### src/rtl/uart_bus_arbiter.sv
// Round-robin TX arbiter and RX drain sequencer in front of an 8-bit UART register file.
// Define UART_ARB_INIT_EN to compile the post-reset CTRL/baud-divisor boot sequence.
module uart_bus_arbiter #(
    parameter int          NUM_REQ   = 2,
    parameter logic [7:0]  CTRL_INIT = 8'h03,
    parameter logic [15:0] BAUD_DIV  = 16'd434
) (
    input  logic                   clk,
    input  logic                   rst_n,
    input  logic [NUM_REQ-1:0]     req_valid,
    input  logic [8*NUM_REQ-1:0]   req_data,
    output logic [NUM_REQ-1:0]     req_ready,
    output logic                   rx_valid,
    output logic [7:0]             rx_data,
    input  logic                   rx_ready,
    output logic                   uart_cs,
    output logic                   uart_read,
    output logic                   uart_write,
    output logic [2:0]             uart_addr,
    output logic [7:0]             uart_wdata,
    input  logic [7:0]             uart_rdata
);

    localparam int IW = (NUM_REQ > 1) ? $clog2(NUM_REQ) : 1;

    localparam logic [2:0] ADDR_DATA   = 3'd0;
    localparam logic [2:0] ADDR_STATUS = 3'd1;
`ifdef UART_ARB_INIT_EN
    localparam logic [2:0] ADDR_CTRL   = 3'd2;
    localparam logic [2:0] ADDR_BAUD_L = 3'd3;
    localparam logic [2:0] ADDR_BAUD_H = 3'd4;
`endif

    typedef enum logic [2:0] {
        START,
`ifdef UART_ARB_INIT_EN
        INIT_CTRL,
        INIT_BL,
        INIT_BH,
`endif
        POLL,
        TX_WR,
        RX_RD
    } state_t;

    state_t          state_reg;
    state_t          state_next;
    logic [IW-1:0]   last_grant_reg;
    logic [IW-1:0]   winner;
    logic [7:0]      tx_byte_reg;
    logic            rx_valid_reg;
    logic [7:0]      rx_data_reg;
    logic            grant;
    logic            tx_ready_bit;
    logic            rx_ready_bit;
    int              scan_idx;
    logic [7:0]      req_byte [NUM_REQ];

    assign tx_ready_bit = uart_rdata[0];
    assign rx_ready_bit = uart_rdata[1];
    assign rx_valid     = rx_valid_reg;
    assign rx_data      = rx_data_reg;

    genvar gi;
    generate
        for (gi = 0; gi < NUM_REQ; gi++) begin : g_req_byte
            assign req_byte[gi] = req_data[8*gi +: 8];
        end
    endgenerate

    // Scan downward so the nearest valid index after last_grant is the last one written.
    always_comb begin
        winner   = '0;
        scan_idx = 0;
        for (int k = NUM_REQ; k >= 1; k--) begin
            scan_idx = (int'(last_grant_reg) + k) % NUM_REQ;
            if (req_valid[IW'(scan_idx)]) begin
                winner = IW'(scan_idx);
            end
        end
    end

    always_comb begin
        state_next = state_reg;
        uart_cs    = 1'b0;
        uart_read  = 1'b0;
        uart_write = 1'b0;
        uart_addr  = 3'd0;
        uart_wdata = 8'h00;
        req_ready  = '0;
        grant      = 1'b0;
        case (state_reg)
            START: begin
`ifdef UART_ARB_INIT_EN
                state_next = INIT_CTRL;
`else
                state_next = POLL;
`endif
            end
`ifdef UART_ARB_INIT_EN
            INIT_CTRL: begin
                uart_cs    = 1'b1;
                uart_write = 1'b1;
                uart_addr  = ADDR_CTRL;
                uart_wdata = CTRL_INIT;
                state_next = INIT_BL;
            end
            INIT_BL: begin
                uart_cs    = 1'b1;
                uart_write = 1'b1;
                uart_addr  = ADDR_BAUD_L;
                uart_wdata = BAUD_DIV[7:0];
                state_next = INIT_BH;
            end
            INIT_BH: begin
                uart_cs    = 1'b1;
                uart_write = 1'b1;
                uart_addr  = ADDR_BAUD_H;
                uart_wdata = BAUD_DIV[15:8];
                state_next = POLL;
            end
`endif
            POLL: begin
                uart_cs   = 1'b1;
                uart_read = 1'b1;
                uart_addr = ADDR_STATUS;
                // A full holding register blocks RX even if the consumer is taking it this cycle.
                if (rx_ready_bit && !rx_valid_reg) begin
                    state_next = RX_RD;
                end else if (tx_ready_bit && (|req_valid)) begin
                    grant             = 1'b1;
                    req_ready[winner] = 1'b1;
                    state_next        = TX_WR;
                end
            end
            TX_WR: begin
                uart_cs    = 1'b1;
                uart_write = 1'b1;
                uart_addr  = ADDR_DATA;
                uart_wdata = tx_byte_reg;
                state_next = POLL;
            end
            RX_RD: begin
                uart_cs    = 1'b1;
                uart_read  = 1'b1;
                uart_addr  = ADDR_DATA;
                state_next = POLL;
            end
            default: state_next = START;
        endcase
    end

    always_ff @(posedge clk or negedge rst_n) begin
        if (!rst_n) begin
            state_reg      <= START;
            last_grant_reg <= IW'(NUM_REQ - 1);
            tx_byte_reg    <= 8'h00;
            rx_valid_reg   <= 1'b0;
            rx_data_reg    <= 8'h00;
        end else begin
            state_reg <= state_next;
            if (grant) begin
                tx_byte_reg    <= req_byte[winner];
                last_grant_reg <= winner;
            end
            if (state_reg == RX_RD) begin
                rx_valid_reg <= 1'b1;
                rx_data_reg  <= uart_rdata;
            end else if (rx_valid_reg && rx_ready) begin
                rx_valid_reg <= 1'b0;
            end
        end
    end

endmodule

### config.mk
export PLATFORM = sky130hd
export DESIGN_NAME = uart_bus_arbiter
export DESIGN_NICKNAME = d
export VERILOG_FILES = /design/src/rtl/uart_bus_arbiter.sv
export SDC_FILE = /design/constraint.sdc
export NUM_CORES = 1
export LEC_CHECK = 0
export CORE_UTILIZATION = 37
export CTS_CLUSTER_DIAMETER = 150
export CTS_CLUSTER_SIZE = 28
export DETAILED_ROUTE_END_ITERATION = 7
export GPL_ROUTABILITY_DRIVEN = 0
export GPL_TIMING_DRIVEN = 0
export PLACE_DENSITY_LB_ADDON = 0.12
export SYNTH_ARGS = -nofsm -noshare
export SYNTH_HDL_FRONTEND = slang
export SYNTH_SLANG_ARGS = --single-unit
### constraint.sdc
create_clock -name clk -period 1.9 [get_ports clk]
set_input_delay 0.38 -clock clk [delete_from_list [all_inputs] [get_ports clk]]
set_output_delay 0.38 -clock clk [all_outputs]
set_load 0.005 [all_outputs]
==> results of run 1 <==
==> cells in the mapped netlist, drive strengths merged <==
master,instances,area share
dfstp,1,0.027
o21ai,3,0.016
or2,1,0.0065
nor3,1,0.017
dfrtp,19,0.49
and2,9,0.058
o31ai,1,0.0078
inv,3,0.012
conb,1,0.0039
mux2,24,0.28
nand2b,2,0.021
clkbuf,2,0.0078
nand2,2,0.0078
buf,3,0.021
nor2b,2,0.013
a21oi,1,0.0052
nor2,1,0.0039
==> worst paths after layout <==
path	startpoint	to	slack, ps
min in group asynchronous	rst_n	tx_byte_reg[2]	590
max reg2reg	last_grant_reg	tx_byte_reg[6]	200
max in group asynchronous	rst_n	state_reg[0]	710
max	last_grant_reg	req_ready[1]	70
min reg2reg	last_grant_reg	last_grant_reg	490
min	last_grant_reg	last_grant_reg	490
==> metrics by stage <==
stage	power (mW)	worst slack, ps	utilization	TNS [ps]	std cells
2_1_floorplan	1.14	387	-	0	77
3_3_place_gp	1.54	-737	0.612	-2250	158
3_5_place_dp	1.56	-753	0.612	-2730	158
4_1_cts	1.82	-61.3	0.649	-61.3	168
5_1_grt	1.94	4.60	0.658	0	171
6_report	1.81	74.1	0.658	0	171
==> per-layer routing <==
metal  vias up  wire (microns)  part of all wire  GRT usage
li1        380               -                 -          -
met3         2             122             0.055     0.0287
met4         0              19            0.0086     0.0877
met5         -               0                 0          0
met2        31            1200              0.54      0.310
met1       365             862              0.39      0.189
==> tightest hold or removal path, stage by stage, from the launching register on <==
cell and delay (ps):
dfstp_2 390, o31ai_1 50, o21ai_1 60
==> layout by cell type, fill, tap and decap left out, drive strengths merged <==
cell type	n
clkdlybuf4s50	35
mux2	24
dfrtp	19
buf	13
dlygate4sd2	12
and2	9
clkbuf	7
inv	3
o21ai	3
nand2	2
conb	2
dlymetal6s2s	2
nor2b	2
nand2b	2
nor3	1
or2	1
nor2	1
a21oi	1
o31ai	1
dfstp	1
==> cells by family after synthesis <==
logic type / after synthesis / share of synthesized area
flops: 20 / 0.520
simple gates: 18 / 0.127
buf+inv: 8 / 0.0402
other cells: 1 / 0.00389
compound gates: 5 / 0.0285
mux: 24 / 0.280
==> repair_timing <==
item | in CTS | in global routing
cloned | 0 | 0
setup buffers | 6 | 3
endpoints found under the setup margin | 11 | 4
pin swaps | 2 | 3
gates resized for setup | 28 | 6
==> final cells by class <==
| type | count | area (sq um) |
|---|---|---|
| fillers | 232 | 848 |
| inverters | 3 | 11.3 |
| clock buffers | 4 | 26.3 |
| repair buffers | 60 | 566 |
| plain buffers | 5 | 43.8 |
| well taps | 30 | 37.5 |
| flip-flops and latches | 20 | 503 |
| multi-input cells | 49 | 442 |
==> report_power, final <==
part	total [mW]	switching, mW	internal [mW]	leakage [nW]
clock	0.200	0.118	0.0814	0.0150
sequential	0.740	0.101	0.639	0.232
combinational	0.871	0.285	0.586	0.515
total	1.81	0.504	1.31	0.762
==> flow_metrics.env, run 1 <==
export IMPL_critPathSlowestCell="dfstp_2"
export IMPL_worstPathArrival_ps=1450
export IMPL_cap_violations=0
export IMPL_setup_violations=0
export IMPL_hold_worst_slack_ps=494
export IMPL_path_max_fanout=9
export IMPL_grt_setup_unrepaired="no"
export IMPL_ir_drop_v=0.000827
export IMPL_min_period_ps=1830
export IMPL_area_growth_pct=68.9
export IMPL_clk_pin_slew_ps=100
export IMPL_min_period_over_period=0.961
export IMPL_first_pass_iters=4
export IMPL_grt_pass1_vias=815
export IMPL_initialDrtViolationCount=1
export IMPL_crit_family="flip-flops"
export IMPL_ys_seq_elements=20
export IMPL_cp_cell_sequence="nand2b_1, buf_6, buf_4, nor2_1, buf_2"
export IMPL_vias=778
export IMPL_routedWlPerCell_microns=12.9
export IMPL_antenna_found_initial=0
export IMPL_placed_area_sq_um=1520
export IMPL_postRouteAntennaNets=0
export IMPL_hold_depth=2
export IMPL_worst_path_stages=5
export IMPL_cp_start_kind="flip-flop"
export IMPL_route_detailed_drc=0
export IMPL_leakage_nw=0.762
export IMPL_grt_usage=0.171
export IMPL_crit_type="reg2out"
export IMPL_clk_latency_ps=290
export IMPL_fin_skew_ps=2.63
export IMPL_holdBufCountCts=0
export IMPL_cts_buffers=3
export IMPL_dieArea_sq_um=2820
export IMPL_critPathBufInv=3
export IMPL_fin_nets=171
export IMPL_cts_root_buffer="clkbuf_4"
export IMPL_yosysSeqAreaShare=0.520
export IMPL_hpwl_microns=1550
export IMPL_synth_cells=76
export IMPL_clockBufferDepth=2
export IMPL_diodes=0
export IMPL_p_per_area_nw_per_um2=1110
export IMPL_drive_above_1_share=0.355
export IMPL_die_h_microns=53.1
export IMPL_num_rows=18
export IMPL_grt_max_degree=21
export IMPL_ys_types=21
export IMPL_pin_count=54
export IMPL_cts_tree="done"
export IMPL_end_kind="output pin"
export IMPL_relSlewSlack=0.404
export IMPL_worstPathRequired_ps=1520
export IMPL_grt_pass1_wl_microns=3420
export IMPL_r2r_cells=5
export IMPL_yosys_warnings=0
export IMPL_post_drt_via_cell_ratio=4.55
export IMPL_hold_path_class="reg2reg"
export IMPL_cts_htree_levels=1
export IMPL_grt_overflow=0
export IMPL_syn_area_sq_um=965
export IMPL_io_buffers=51
export IMPL_fmax_ghz=0.548
export IMPL_hold_viol=0
export IMPL_final_area_sq_um=1630
export IMPL_cts_sinks=20
export IMPL_avgSynthCellArea_sq_um=12.7
export IMPL_floorplan_initialDensity=0.389
export IMPL_crit_path_max_incr_delay_ps=550
export IMPL_tightest_slew_ps=892
export IMPL_core_area_sq_um=2480
export IMPL_die_x_microns=53.1
export IMPL_status="finished clean"
export IMPL_routed_wl_microns=2200
export IMPL_slew_viol_final=0
(Power assumes the default switching activity.)
==> inputs of run 2 (changes only) <==
- SLEW_MARGIN: not set -> 20
==> results of run 2 <==
Final layout, timing and power as in run 1 (identical DEF).
==> inputs of run 3 (changes only) <==
- CORE_MARGIN: not set -> 3
- CORE_UTILIZATION: 37 -> 40
- clock period: 1.9 -> 2.1 ns (I/O delays scaled with it)
==> flow_metrics.env, run 3 (synthesis results as in run 1) <==
export IMPL_status="finished clean"
export IMPL_cts_root_buffer="clkbuf_4"
export IMPL_clockBufferDepth=2
export IMPL_path_max_fanout=4
export IMPL_clock_power_share=0.174
export IMPL_r2r_end="tx_byte_reg[1]"
export IMPL_num_rows=17
export IMPL_setup_slack_ps=101
export IMPL_critPathSlowestCell="clkdlybuf4s50_1"
export IMPL_drive_above_1_share=0.338
export IMPL_grt_pass1_vias=759
export IMPL_relSlewSlack=0.405
export IMPL_hold_depth=2
export IMPL_area_growth_pct=73.3
export IMPL_grt_max_degree=21
export IMPL_initialDrtViolationCount=5
export IMPL_slew_viol_final=0
export IMPL_worstPathArrival_ps=1580
export IMPL_layout_common_cells="37 x clkdlybuf4s50_1, 23 x mux2_2, 19 x dfrtp_1"
export IMPL_io_buffers=51
export IMPL_fillCellCount=184
export IMPL_grt_pass1_wl_microns=3330
export IMPL_min_period_ps=2000
export IMPL_fin_skew_ps=11.8
export IMPL_crit_family="buffers and inverters"
export IMPL_reg2reg_slack_ps=400
export IMPL_switching_share=0.267
export IMPL_final_common_cell="clkdlybuf4s50_1"
export IMPL_die_h_microns=55.1
export IMPL_fin_nets=169
export IMPL_holdPathEnd="last_grant_reg"
export IMPL_core_area_sq_um=2250
export IMPL_cts_buffers=3
export IMPL_p_per_area_nw_per_um2=1070
export IMPL_internal_power_mw=1.31
export IMPL_critPathBufInv=3
export IMPL_setup_violations=0
export IMPL_worstPathRequired_ps=1680
export IMPL_grt_usage=0.158
export IMPL_vias=797
export IMPL_grt_overflow=0
export IMPL_first_pass_iters=4
export IMPL_hpwl_microns=1540
export IMPL_cts_htree_levels=1
export IMPL_crit_type="reg2out"
export IMPL_route_detailed_drc=0
export IMPL_cp_cell_sequence="buf_4, nor2b_4, buf_6, clkdlybuf4s50_1"
export IMPL_min_period_over_period=0.952
export IMPL_floorplan_initialDensity=0.428
export IMPL_comb_power_share=0.451
export IMPL_die_x_microns=55.1
export IMPL_seqPwrFrac=0.375
export IMPL_hold_viol=0
export IMPL_tightest_slew_ps=889
export IMPL_regToRegStartpoint="last_grant_reg"
export IMPL_postRouteAntennaNets=0
export IMPL_ir_drop_v=0.000745
export IMPL_holdBufCountCts=0
export IMPL_switchingPower_mw=0.477
export IMPL_clk_latency_ps=300
export IMPL_hold_path_class="reg2reg"
export IMPL_dieArea_sq_um=3040
export IMPL_antenna_found_initial=0
export IMPL_routedWlPerCell_microns=13.5
export IMPL_leakage_nw=0.856
export IMPL_routed_wl_microns=2250
export IMPL_pin_count=54
export IMPL_place_ws_ps=-646
export IMPL_post_drt_via_cell_ratio=4.77
export IMPL_cts_sinks=20
export IMPL_hold_worst_slack_ps=490
export IMPL_end_kind="output pin"
export IMPL_diodes=0
export IMPL_fmax_ghz=0.500
export IMPL_crit_path_max_incr_delay_ps=490
export IMPL_min_from="last_grant_reg"
export IMPL_grt_setup_unrepaired="no"
export IMPL_clk_pin_slew_ps=120
export IMPL_r2r_cells=5
export IMPL_cap_violations=0
export IMPL_cp_start_kind="flip-flop"
export IMPL_cts_tree="done"
run 3: worst max-delay path by stage:
stage	slack, ps	endpoint	cells after the start	start
after floorplan	540	req_ready[1]	4	req_valid[1]
final	100	uart_write	4	state_reg[0]
after CTS	3	uart_wdata[6]	4	state_reg[1]
after detailed placement	-650	req_ready[1]	6	uart_rdata[0]
after global routing	30	uart_write	4	state_reg[0]
after global placement	-640	req_ready[1]	6	uart_rdata[0]
run 3: power by group through the flow:
stage,Sequential [mW],Clock [mW],Combinational (mW)
2_1_floorplan,0.671,0,0.363
3_3_place_gp,0.666,0,0.723
5_1_grt,0.694,0.341,0.876
6_report,0.670,0.311,0.805
4_1_cts,0.666,0.321,0.780
3_5_place_dp,0.674,0,0.736
run 3: timing repair:
action,CTS,global route
gates cloned,0,1
resized for setup,15,16
endpoints found under the setup margin,11,9
buffers inserted,4,2
pin swaps,2,0
run 3: per-stage QoR:
step           TNS, ps   util  instance area, sq um  total power, mW  cells
2_1_floorplan        0      -                   968             1.03     77
3_3_place_gp     -1200  0.671                  1510             1.39    156
3_5_place_dp     -1230  0.671                  1510             1.41    156
4_1_cts              0  0.718                  1620             1.77    164
5_1_grt              0  0.741                  1670             1.91    167
6_report             0  0.741                  1670             1.79    167
run 3: area by class of cell:
class                           count  area [sq um]  share of cell area
Inverter                            3          11.3             0.00674
Clock buffer                        3          22.5              0.0135
Timing Repair Buffer               58           579               0.347
Sequential cell                    20           502               0.300
Tap cell                           28          35.0              0.0210
Clock inverter                      1          30.0              0.0180
Buffer                              5          37.5              0.0225
Multi-Input combinational cell     49           454               0.272
run 3: layer usage:
metal  global-route usage  share of wire
met1                0.180           0.40
met2                0.283           0.53
met3               0.0349          0.064
met4               0.0607         0.0049
met5                    0              0
run 3: worst reg2reg max path, delay by kind of cell (launching register included):
kind | cells | cell delay (ps)
mux | 2 | 610
simple gates | 1 | 160
flops | 1 | 540
buf+inv | 2 | 290
